==> src/rtl/cpu_pkg.sv <==
// rtl/cpu_pkg.sv - shared fetch-side types: fetch state, fault codes, PC redirect-select encoding
package cpu_pkg;

   typedef enum logic [1:0] {
      IDLE  = 2'd0,
      REQ   = 2'd1,
      VALID = 2'd2,
      FAULT = 2'd3
   } fetch_state_e;

   // Redirect-select encoding shared with the PC register.
   typedef enum logic [1:0] {
      SEL_NORMAL = 2'b00,
      SEL_BRANCH = 2'b01,
      SEL_TRAP   = 2'b10,
      SEL_RET    = 2'b11
   } redir_sel_e;

   localparam logic [3:0] FC_INSTR_MISALIGN = 4'd0;
   localparam logic [3:0] FC_INSTR_ACCESS   = 4'd1;

endpackage

==> src/rtl/redirect_arb.sv <==
// rtl/redirect_arb.sv - merges live redirect requests with one pending redirect
//   clk, rst              : clock, async active-high reset
//   *_req / *_tgt         : live branch, trap and return redirects
//   hold                  : capture live requests into the pending register
//   apply                 : effective redirect is consumed; pending register clears
//   eff_valid/sel/tgt     : effective redirect after priority merge
module redirect_arb
   import cpu_pkg::*;
#(
   parameter int XLEN = 64
) (
   input  logic            clk,
   input  logic            rst,
   input  logic            branch_req,
   input  logic [XLEN-1:0] branch_tgt,
   input  logic            trap_req,
   input  logic [XLEN-1:0] trap_tgt,
   input  logic            ret_req,
   input  logic [XLEN-1:0] ret_tgt,
   input  logic            hold,
   input  logic            apply,
   output logic            eff_valid,
   output redir_sel_e      eff_sel,
   output logic [XLEN-1:0] eff_tgt
);

   // SEL_NORMAL in the pending select means the register is empty.
   redir_sel_e      pend_sel_q, pend_sel_d;
   logic [XLEN-1:0] pend_tgt_q, pend_tgt_d;

   // Traps (live or pending) dominate; a live branch/ret beats an older pending one.
   always_comb begin
      eff_valid = 1'b1;
      eff_sel   = SEL_NORMAL;
      eff_tgt   = '0;
      if (trap_req) begin
         eff_sel = SEL_TRAP;
         eff_tgt = trap_tgt;
      end else if (pend_sel_q == SEL_TRAP) begin
         eff_sel = pend_sel_q;
         eff_tgt = pend_tgt_q;
      end else if (branch_req) begin
         eff_sel = SEL_BRANCH;
         eff_tgt = branch_tgt;
      end else if (ret_req) begin
         eff_sel = SEL_RET;
         eff_tgt = ret_tgt;
      end else if (pend_sel_q != SEL_NORMAL) begin
         eff_sel = pend_sel_q;
         eff_tgt = pend_tgt_q;
      end else begin
         eff_valid = 1'b0;
      end
   end

   always_comb begin
      pend_sel_d = pend_sel_q;
      pend_tgt_d = pend_tgt_q;
      if (apply) begin
         pend_sel_d = SEL_NORMAL;
         pend_tgt_d = '0;
      end else if (hold) begin
         if (trap_req) begin
            pend_sel_d = SEL_TRAP;
            pend_tgt_d = trap_tgt;
         end else if (pend_sel_q != SEL_TRAP) begin
            if (branch_req) begin
               pend_sel_d = SEL_BRANCH;
               pend_tgt_d = branch_tgt;
            end else if (ret_req) begin
               pend_sel_d = SEL_RET;
               pend_tgt_d = ret_tgt;
            end
         end
      end
   end

   always_ff @(posedge clk or posedge rst) begin
      if (rst) begin
         pend_sel_q <= SEL_NORMAL;
         pend_tgt_q <= '0;
      end else begin
         pend_sel_q <= pend_sel_d;
         pend_tgt_q <= pend_tgt_d;
      end
   end

endmodule

==> src/rtl/fetch_ctrl.sv <==
// rtl/fetch_ctrl.sv - instruction fetch sequencer around the PC register
//   pc_addr/pc_misaligned : current PC and its alignment flag
//   pc_en, pc_*_taken/pc_*: PC update strobe, one-hot redirect select and targets
//   *_req/*_tgt           : redirect requests from execute/CSR
//   imem_*                : instruction memory request/ack
//   instr_valid/instr/instr_pc/stall : decode handshake
//   fetch_fault/fault_code/fault_pc  : pending fetch exception
module fetch_ctrl
   import cpu_pkg::*;
#(
   parameter int XLEN        = 64,
   parameter int ILEN        = 32,
   parameter int ACK_TIMEOUT = 16
) (
   input  logic            clk,
   input  logic            rst,
   input  logic [XLEN-1:0] pc_addr,
   input  logic            pc_misaligned,
   output logic            pc_en,
   output logic            pc_branch_taken,
   output logic            pc_trap_taken,
   output logic            pc_ret_taken,
   output logic [XLEN-1:0] pc_branch,
   output logic [XLEN-1:0] pc_trap,
   output logic [XLEN-1:0] pc_ret,
   input  logic            branch_req,
   input  logic            trap_req,
   input  logic            ret_req,
   input  logic [XLEN-1:0] branch_tgt,
   input  logic [XLEN-1:0] trap_tgt,
   input  logic [XLEN-1:0] ret_tgt,
   output logic            imem_req,
   output logic [XLEN-1:0] imem_addr,
   input  logic            imem_ack,
   input  logic [ILEN-1:0] imem_rdata,
   output logic            instr_valid,
   output logic [ILEN-1:0] instr,
   output logic [XLEN-1:0] instr_pc,
   input  logic            stall,
   output logic            fetch_fault,
   output logic [3:0]      fault_code,
   output logic [XLEN-1:0] fault_pc
);

   // Counter only needs to reach ACK_TIMEOUT-1: the timeout fires on that cycle.
   localparam int CW = $clog2(ACK_TIMEOUT);

   fetch_state_e    state_q, state_d;
   logic [CW-1:0]   cnt_q, cnt_d;
   logic [ILEN-1:0] instr_q, instr_d;
   logic [XLEN-1:0] instr_pc_q, instr_pc_d;
   logic [3:0]      fault_code_q, fault_code_d;
   logic [XLEN-1:0] fault_pc_q, fault_pc_d;

   logic            redir_hold, redir_apply, seq_en;
   logic            eff_valid;
   redir_sel_e      eff_sel;
   logic [XLEN-1:0] eff_tgt;

   redirect_arb #(.XLEN(XLEN)) u_arb (
      .clk        (clk),
      .rst        (rst),
      .branch_req (branch_req),
      .branch_tgt (branch_tgt),
      .trap_req   (trap_req),
      .trap_tgt   (trap_tgt),
      .ret_req    (ret_req),
      .ret_tgt    (ret_tgt),
      .hold       (redir_hold),
      .apply      (redir_apply),
      .eff_valid  (eff_valid),
      .eff_sel    (eff_sel),
      .eff_tgt    (eff_tgt)
   );

   always_comb begin
      state_d      = state_q;
      cnt_d        = cnt_q;
      instr_d      = instr_q;
      instr_pc_d   = instr_pc_q;
      fault_code_d = fault_code_q;
      fault_pc_d   = fault_pc_q;
      imem_req     = 1'b0;
      seq_en       = 1'b0;
      redir_hold   = 1'b0;
      redir_apply  = 1'b0;
      case (state_q)
         IDLE: begin
            redir_hold = 1'b1;
            if (pc_misaligned) begin
               state_d      = FAULT;
               fault_code_d = FC_INSTR_MISALIGN;
               fault_pc_d   = pc_addr;
            end else begin
               state_d = REQ;
               cnt_d   = '0;
            end
         end
         REQ: begin
            if (pc_misaligned) begin
               // Never put a misaligned address on the bus.
               redir_hold   = 1'b1;
               state_d      = FAULT;
               fault_code_d = FC_INSTR_MISALIGN;
               fault_pc_d   = pc_addr;
            end else begin
               imem_req = 1'b1;
               if (imem_ack) begin
                  if (eff_valid) begin
                     // Returned data belongs to the wrong path; refetch at the target.
                     redir_apply = 1'b1;
                     cnt_d       = '0;
                  end else begin
                     instr_d    = imem_rdata;
                     instr_pc_d = pc_addr;
                     seq_en     = 1'b1;
                     state_d    = VALID;
                  end
               end else begin
                  redir_hold = 1'b1;
                  if (cnt_q == CW'(ACK_TIMEOUT - 1)) begin
                     state_d      = FAULT;
                     fault_code_d = FC_INSTR_ACCESS;
                     fault_pc_d   = pc_addr;
                  end else begin
                     cnt_d = cnt_q + CW'(1);
                  end
               end
            end
         end
         VALID: begin
            if (eff_valid) begin
               redir_apply = 1'b1;
               state_d     = REQ;
               cnt_d       = '0;
            end else if (!stall) begin
               state_d = REQ;
               cnt_d   = '0;
            end
         end
         FAULT: begin
            if (eff_valid) begin
               redir_apply  = 1'b1;
               fault_code_d = '0;
               fault_pc_d   = '0;
               state_d      = REQ;
               cnt_d        = '0;
            end
         end
         default: state_d = IDLE;
      endcase
   end

   always_ff @(posedge clk or posedge rst) begin
      if (rst) begin
         state_q      <= IDLE;
         cnt_q        <= '0;
         instr_q      <= '0;
         instr_pc_q   <= '0;
         fault_code_q <= '0;
         fault_pc_q   <= '0;
      end else begin
         state_q      <= state_d;
         cnt_q        <= cnt_d;
         instr_q      <= instr_d;
         instr_pc_q   <= instr_pc_d;
         fault_code_q <= fault_code_d;
         fault_pc_q   <= fault_pc_d;
      end
   end

   assign pc_en           = seq_en | redir_apply;
   assign pc_branch_taken = redir_apply && (eff_sel == SEL_BRANCH);
   assign pc_trap_taken   = redir_apply && (eff_sel == SEL_TRAP);
   assign pc_ret_taken    = redir_apply && (eff_sel == SEL_RET);
   assign pc_branch       = pc_branch_taken ? eff_tgt : '0;
   assign pc_trap         = pc_trap_taken   ? eff_tgt : '0;
   assign pc_ret          = pc_ret_taken    ? eff_tgt : '0;

   assign imem_addr   = pc_addr;
   assign instr_valid = (state_q == VALID);
   assign instr       = instr_q;
   assign instr_pc    = instr_pc_q;
   assign fetch_fault = (state_q == FAULT);
   assign fault_code  = fault_code_q;
   assign fault_pc    = fault_pc_q;

endmodule

==> config.mk <==
export PLATFORM = sky130hd
export DESIGN_NAME = fetch_ctrl
export DESIGN_NICKNAME = d
export VERILOG_FILES = /design/src/rtl/cpu_pkg.sv /design/src/rtl/redirect_arb.sv /design/src/rtl/fetch_ctrl.sv
export SDC_FILE = /design/constraint.sdc
export NUM_CORES = 1
export LEC_CHECK = 0
export CAP_MARGIN = 20
export CORE_AREA = 2 2 279 281
export CTS_BUF_LIST = sky130_fd_sc_hd__clkbuf_4 sky130_fd_sc_hd__clkbuf_8
export DETAILED_ROUTE_END_ITERATION = 8
export DIE_AREA = 0 0 281 283
export PLACE_DENSITY = 0.47
export RECOVER_POWER = 50
export SLEW_MARGIN = 20
export SYNTH_ARGS = -nofsm -noshare
export SYNTH_HDL_FRONTEND = slang
export SYNTH_SLANG_ARGS = --single-unit
==> constraint.sdc <==
create_clock -name clk -period 11.74 [get_ports clk]
set_input_delay 2.935 -clock clk [delete_from_list [all_inputs] [get_ports clk]]
set_output_delay 2.935 -clock clk [all_outputs]
set_load 0.01 [all_outputs]
Yosys cells after proc, flatten, opt, wreduce, memory -nomap -nowiden. Index checks and enable logic that the tools add are counted. W data, S select, Z words.

Input port bits: 296. Register bits: 236. Output and inout bits: 427. Logic and storage cells: 118.

Bitwise logic cells: 3. Equality and inequality tests: 19. Reductions and logical operators: 15. Multiplexer cells: 72. $add $sub $neg: 1.

Operators by type and width (number): $mux W64 (19); $pmux W64 S3 (1); $mux W4 (12); $mux W2 (19); $mux W1 (16); $pmux W4 S4 (1); $pmux W4 S3 (1); $reduce_and A4 Y1 (3); $eq A2 B2 Y1 const B (5); $ne A3 B3 Y1 const B (3); $ne A2 B2 Y1 const B (4); $ne A4 B4 Y1 const B (2); $pmux W2 S4 (1); $reduce_bool A3 Y1 (2); $reduce_and A5 Y1 (1); $add A4 B1 Y4 const B (1); $eq A2 B1 Y1 const B (2); $eq A4 B4 Y1 const B (1); $pmux W1 S2 (2); $reduce_bool A2 Y1 (2); $reduce_bool A4 Y1 (1); $logic_and A1 B1 Y1 (3); $ne A3 B2 Y1 const B (1); $reduce_and A3 Y1 (1); 5 further kinds (6).

Depth between registers and ports, before layout. Gate-level depths: netlist of run 1.

Depth in word-level cells: 12. Mapped depth: 8. Mapped depth without buffers: 5.

Hierarchy. From an unflattened synthesis of run 1, not the netlist that was laid out.

Cells, all modules: 1464. Area, all modules: 14664.1 sq um.

By module, submodules not included: fetch_ctrl (cells an instance 689, sequential area each 4179.0 sq um, area each 8125.3 sq um, times used 1); redirect_arb (cells an instance 775, sequential area each 1651.6 sq um, area each 6538.8 sq um, times used 1).

Worst setup path before layout of run 1. No wires, ideal clock.

Kind: input -> output. Start point: input port branch_req. End point: output port pc_branch[3]. Stages: 6. Path slack: 4411 ps. Required time: 8805 ps. Arrival time: 4394 ps. Path buffers: 2. Path through: clkbuf_1 -> or2_1 -> o22ai_1 -> clkbuf_1 -> a222oi_1 -> nor2_1.

Longest elaborated chain between the ends: 9. Elaborated cells on any way between the ends: 16. Classes of those cells: 1 x eq/ne; 14 x mux; 1 x reduce/logical.

Ends and longest elaborated chain: start: declaration (line fetch_ctrl.sv:26) `input logic branch_req,`; $mux W1 (line redirect_arb.sv:42) `end else if (branch_req) begin`; $mux W1 (line redirect_arb.sv:39) `end else if (pend_sel_q == SEL_TRAP) begin`; $mux W1 (line redirect_arb.sv:36) `if (trap_req) begin`; $mux W1 (line fetch_ctrl.sv:109, fetch_ctrl.sv:132, fetch_ctrl.sv:142); $mux W1 (line fetch_ctrl.sv:108) `if (imem_ack) begin`; $mux W1 (line fetch_ctrl.sv:100) `if (pc_misaligned) begin`; $pmux W1 S2 (line fetch_ctrl.sv:87) `case (state_q)`; $logic_and A1 B1 Y1 (line fetch_ctrl.sv:173) `assign pc_branch_taken = redir_apply && (eff_sel == SEL_BRANCH);`; $mux W64 (*) (line fetch_ctrl.sv:176) `assign pc_branch = pc_branch_taken ? eff_tgt : '0;`; end: declaration (line fetch_ctrl.sv:23) `output logic [XLEN-1:0] pc_branch,`.

Mark *: on every way between the ends. The rest lies on a longest branch, timed or not.

Worst setup path after layout of run 1.
Start point: input port ret_req. End point: output port pc_en.

Longest elaborated chain between the ends: 9. Elaborated cells on any way between the ends: 13. Classes of those cells: 12 x mux; 1 x bitwise.

Ends and longest elaborated chain: start: declaration (line fetch_ctrl.sv:28) `input logic ret_req,`; $mux W1 (*) (line redirect_arb.sv:45) `end else if (ret_req) begin`; $mux W1 (*) (line redirect_arb.sv:42); $mux W1 (*) (line redirect_arb.sv:39); $mux W1 (*) (line redirect_arb.sv:36); $mux W1, on equally long branches (line fetch_ctrl.sv:109, fetch_ctrl.sv:132, fetch_ctrl.sv:142); $mux W1 (line fetch_ctrl.sv:108); $mux W1 (line fetch_ctrl.sv:100); $pmux W1 S2 / $mux W1 (equally long branches) (line fetch_ctrl.sv:87); $or A1 B1 Y1 (*) (line fetch_ctrl.sv:172) `assign pc_en = seq_en | redir_apply;`; end: declaration (line fetch_ctrl.sv:19) `output logic pc_en,`.

Marked as above.

==> results of run 1 <==
[layout make-up]
cell class | count | area [µm²] | share of cell area [%]
inverter | 7 | 27.5 | 0.126
clock inverter | 8 | 133 | 0.608
timing repair buffer | 738 | 7350 | 33.7
tap | 1040 | 1300 | 5.97
clock buffer | 76 | 971 | 4.45
multi-input combinational | 927 | 6190 | 28.4
antenna | 6 | 15.0 | 0.0688
sequential | 233 | 5830 | 26.7
[critical path, cell delays in order]
cell	delay, ns
buf_2	0.10
buf_4	0.23
or2_1	0.34
nor4_1	1.26
nand3_4	0.83
o21ai_0	0.64
clkdlybuf4s50_1	0.71
[metrics by stage]
step           instance area, µm²  setup WS (ns)  power [mW]
6_report                    21800           1.71        3.07
5_1_grt                     21800           1.29        3.24
4_1_cts                     21800           2.69        3.18
3_5_place_dp                20700           2.70        2.16
3_3_place_gp                20700           2.70        2.15
2_1_floorplan               13000           2.42        1.55
[kinds of logic (layout without fill, tap and decap cells)]
group	after synthesis	after routing	synth area share, %
other cells	1	9	0.0288
buf+inv	206	829	8.50
compound gates	412	412	21.8
flops	233	233	44.8
simple gates	350	350	10.7
mux	161	161	14.1
fa+ha+maj	1	1	0.0961
[power by group through the flow]
stage                     registers [mW]  clock network (mW)  logic, mW
after global routing                1.07                1.06       1.11
after global placement              1.06                   0       1.09
after floorplan                     1.11                   0      0.440
final                               1.05               0.981       1.04
after detailed placement            1.07                   0       1.09
after CTS                           1.06                1.02       1.10
[worst paths after layout]
check                      slack, ns  cells after the start                    to
max                             1.71                      7                 pc_en
min                             0.49                      1          fault_pc[51]
max reg2reg                     7.37                      4          fault_pc[56]
min reg2reg                     0.49                      1          fault_pc[51]
max in group asynchronous       5.44                      3           instr_pc[2]
min in group asynchronous       4.04                      2  u_arb.pend_tgt_q[58]
[flip-flops by register name (all words and copies together) (netlist names)]
signal	flops
fault_pc	64
state_q	2
instr_pc	64
u_arb.pend_tgt_q	64
u_arb.pend_sel_q	2
cnt_q	4
instr	32
fault_code	1
[per-layer routing]
layer  routed length (µm)  vias to the layer above  GRT usage [%]
met5                   72                        -              0
met3                 5560                       95           4.57
met2                31100                      718           25.6
met1                25900                     6545           18.3
met4                 1470                       10           5.31
li1                     -                     6089              -
[layout by cell type, fill, tap and decap left out, types with 3 or more instances in the layout]
master	synthesis	routed
a211oi_1	63	63
a21oi_1	196	195
a222oi_1	63	63
a22o_1	69	69
buf_4	72	17
bufinv_16	0	3
clkbuf_4	0	12
clkbuf_8	0	64
clkdlybuf4s50_1	0	553
conb_1	1	3
dfrtp_1	233	233
diode_2	0	6
dlygate4sd3_1	0	163
inv_1	7	6
mux2_2	67	67
mux2_4	29	29
mux2i_1	65	65
nand2_1	4	4
nand2b_1	3	3
nand3_1	4	4
nor2_1	324	322
o21ai_0	8	8
==> results.py, run 1 <==
metrics = {
    "run_status": {
        "status": "complete, but fails checks",
        "violations": "design-rule violations, max-capacitance violations, max-slew violations",
    },
    "global_route": {
        "grtUsageTotal_pct": 15.2,
        "grt_pass1_wl_um": 91500,
        "grt-ovfl-total": 0,
        "grt_max_degree": 151,
        "grt_antenna_before_repair": 16,
        "grt_pass1_vias": 13300,
    },
    "floorplan": {
        "pin_count": 723,
        "die_x_um": 281,
        "fp.dieH_um": 283,
        "coreArea_um2": 76700,
        "initial_core_util_pct": 17.0,
        "dieArea_um2": 79500,
        "rows": 102,
    },
    "cts": {
        "clk_path_buf_depth": 3,
        "cts_sinks": 233,
        "cts.clk_slew.worst_paths_ns": 0.05,
        "postCtsSetupRepairBufs": 0,
        "ctsHoldBuffers": 0,
        "clkLatencyLatePin_ns": 0.60,
        "htreeDepth": 2,
        "numCtsBuffers": 47,
        "cts.repair.resized": 0,
        "cts_tree": "done",
        "cts-root-buf": "clkbuf_8",
    },
    "setup_path": {
        "crit_type": "in -> out",
        "cp_data_arrival_time_ns": 7.09,
        "worstPathMaxFanout": 32,
        "r2r-start": "u_arb.pend_sel_q[1]",
        "worstPathRequired_ns": 8.81,
        "crit_path_end_kind": "primary output",
        "critPathLaunch": "ret_req",
        "start_kind": "primary input",
    },
    "sta": {
        "relSlewSlack_pct": -196,
        "hold_viol_final": 0,
        "holdWs_ns": 0.489,
        "fin_skew_ns": 0.0179,
        "finalMaxSlewViolations": 158,
        "setup_tns_ns": 0,
        "worst_pin_slew_ns": 4.44,
        "fmax_mhz": 99.7,
        "rsz0062_at_grt": "false",
        "finalCriticalPeriod_ns": 10.03,
        "finalCritPeriodShare_pct": 85.4,
        "finalSetupViolations": 0,
    },
    "power_and_ir_drop": {
        "pwr-share-comb_pct": 33.9,
        "powerDensity_nw_per_um2": 141,
        "switching_share_pct": 32.3,
        "p_seq_share_pct": 34.2,
        "cellLeakagePower_nw": 9.18,
        "pwr-share-clk_pct": 31.9,
        "irDropWorstVdd_mv": 0.0530,
        "internal_power_mw": 2.08,
        "switchingPower_mw": 0.993,
    },
    "logic_synthesis": {
        "synth.largest_area_cell": "dfrtp_1",
        "syn_inst": 1364,
        "synth.cell_area_um2": 13000,
        "ys_async_sr_fraction_pct": 100,
        "synth_area_leaders": "dfrtp_1, nor2_1, a21oi_1",
        "synth-seq-area-share_pct": 44.8,
        "ys.flop_type": "dfrtp_1",
        "synth_edf_count": 0,
        "yosys_warnings": 0,
        "synth_top_area_share_pct": 44.8,
        "ys_seq_elements": 233,
        "synth_commonest_cells": "nor2_1, dfrtp_1, a21oi_1",
        "synth.most_common_cell": "nor2_1",
        "synth_cell_types": 43,
        "syn_avg_cell_area_um2": 9.55,
    },
    "min_path": {
        "hold_path_class": "reg -> reg",
        "hp-start": "fault_pc[51]",
    },
    "final_layout": {
        "areaGrowthSynthToFinish_pct": 67.5,
        "drive_gt1_share_pct": 10.8,
        "fill_cells": 8038,
        "finish.utilization_pct": 28.4,
        "fin_nets": 2251,
        "fin_cells": 3035,
    },
    "placement": {
        "hpwl_um": 46700,
        "gp_congestion": 0.773,
        "io_buffers": 719,
        "dp_cells": 2945,
    },
    "run": {
        "drv_cap": 3,
    },
    "detailed_routing": {
        "vias_per_cell": 4.43,
        "drt_pass1_iterations": 9,
        "drt-total-wl_um": 64100,
        "drc": 3,
        "vias": 13500,
        "ant_nets": 0,
        "wl_per_cell_um": 21.1,
        "drtIter0Drc": 1091,
    },
}
No activity file was read; power rests on OpenSTA's default activity.
==> inputs of run 2 (changes only) <==
--- a/config.mk
+++ b/config.mk
@@ -10,9 +10,9 @@
 export CTS_BUF_LIST = sky130_fd_sc_hd__clkbuf_4 sky130_fd_sc_hd__clkbuf_8
 export DETAILED_ROUTE_END_ITERATION = 8
 export DIE_AREA = 0 0 281 283
+export HOLD_SLACK_MARGIN = 0.1
 export PLACE_DENSITY = 0.47
 export RECOVER_POWER = 50
-export SLEW_MARGIN = 20
 export SYNTH_ARGS = -nofsm -noshare
 export SYNTH_HDL_FRONTEND = slang
 export SYNTH_SLANG_ARGS = --single-unit
==> results of run 2 <==
No change in the layout: final DEF, timing and power equal those of run 1.
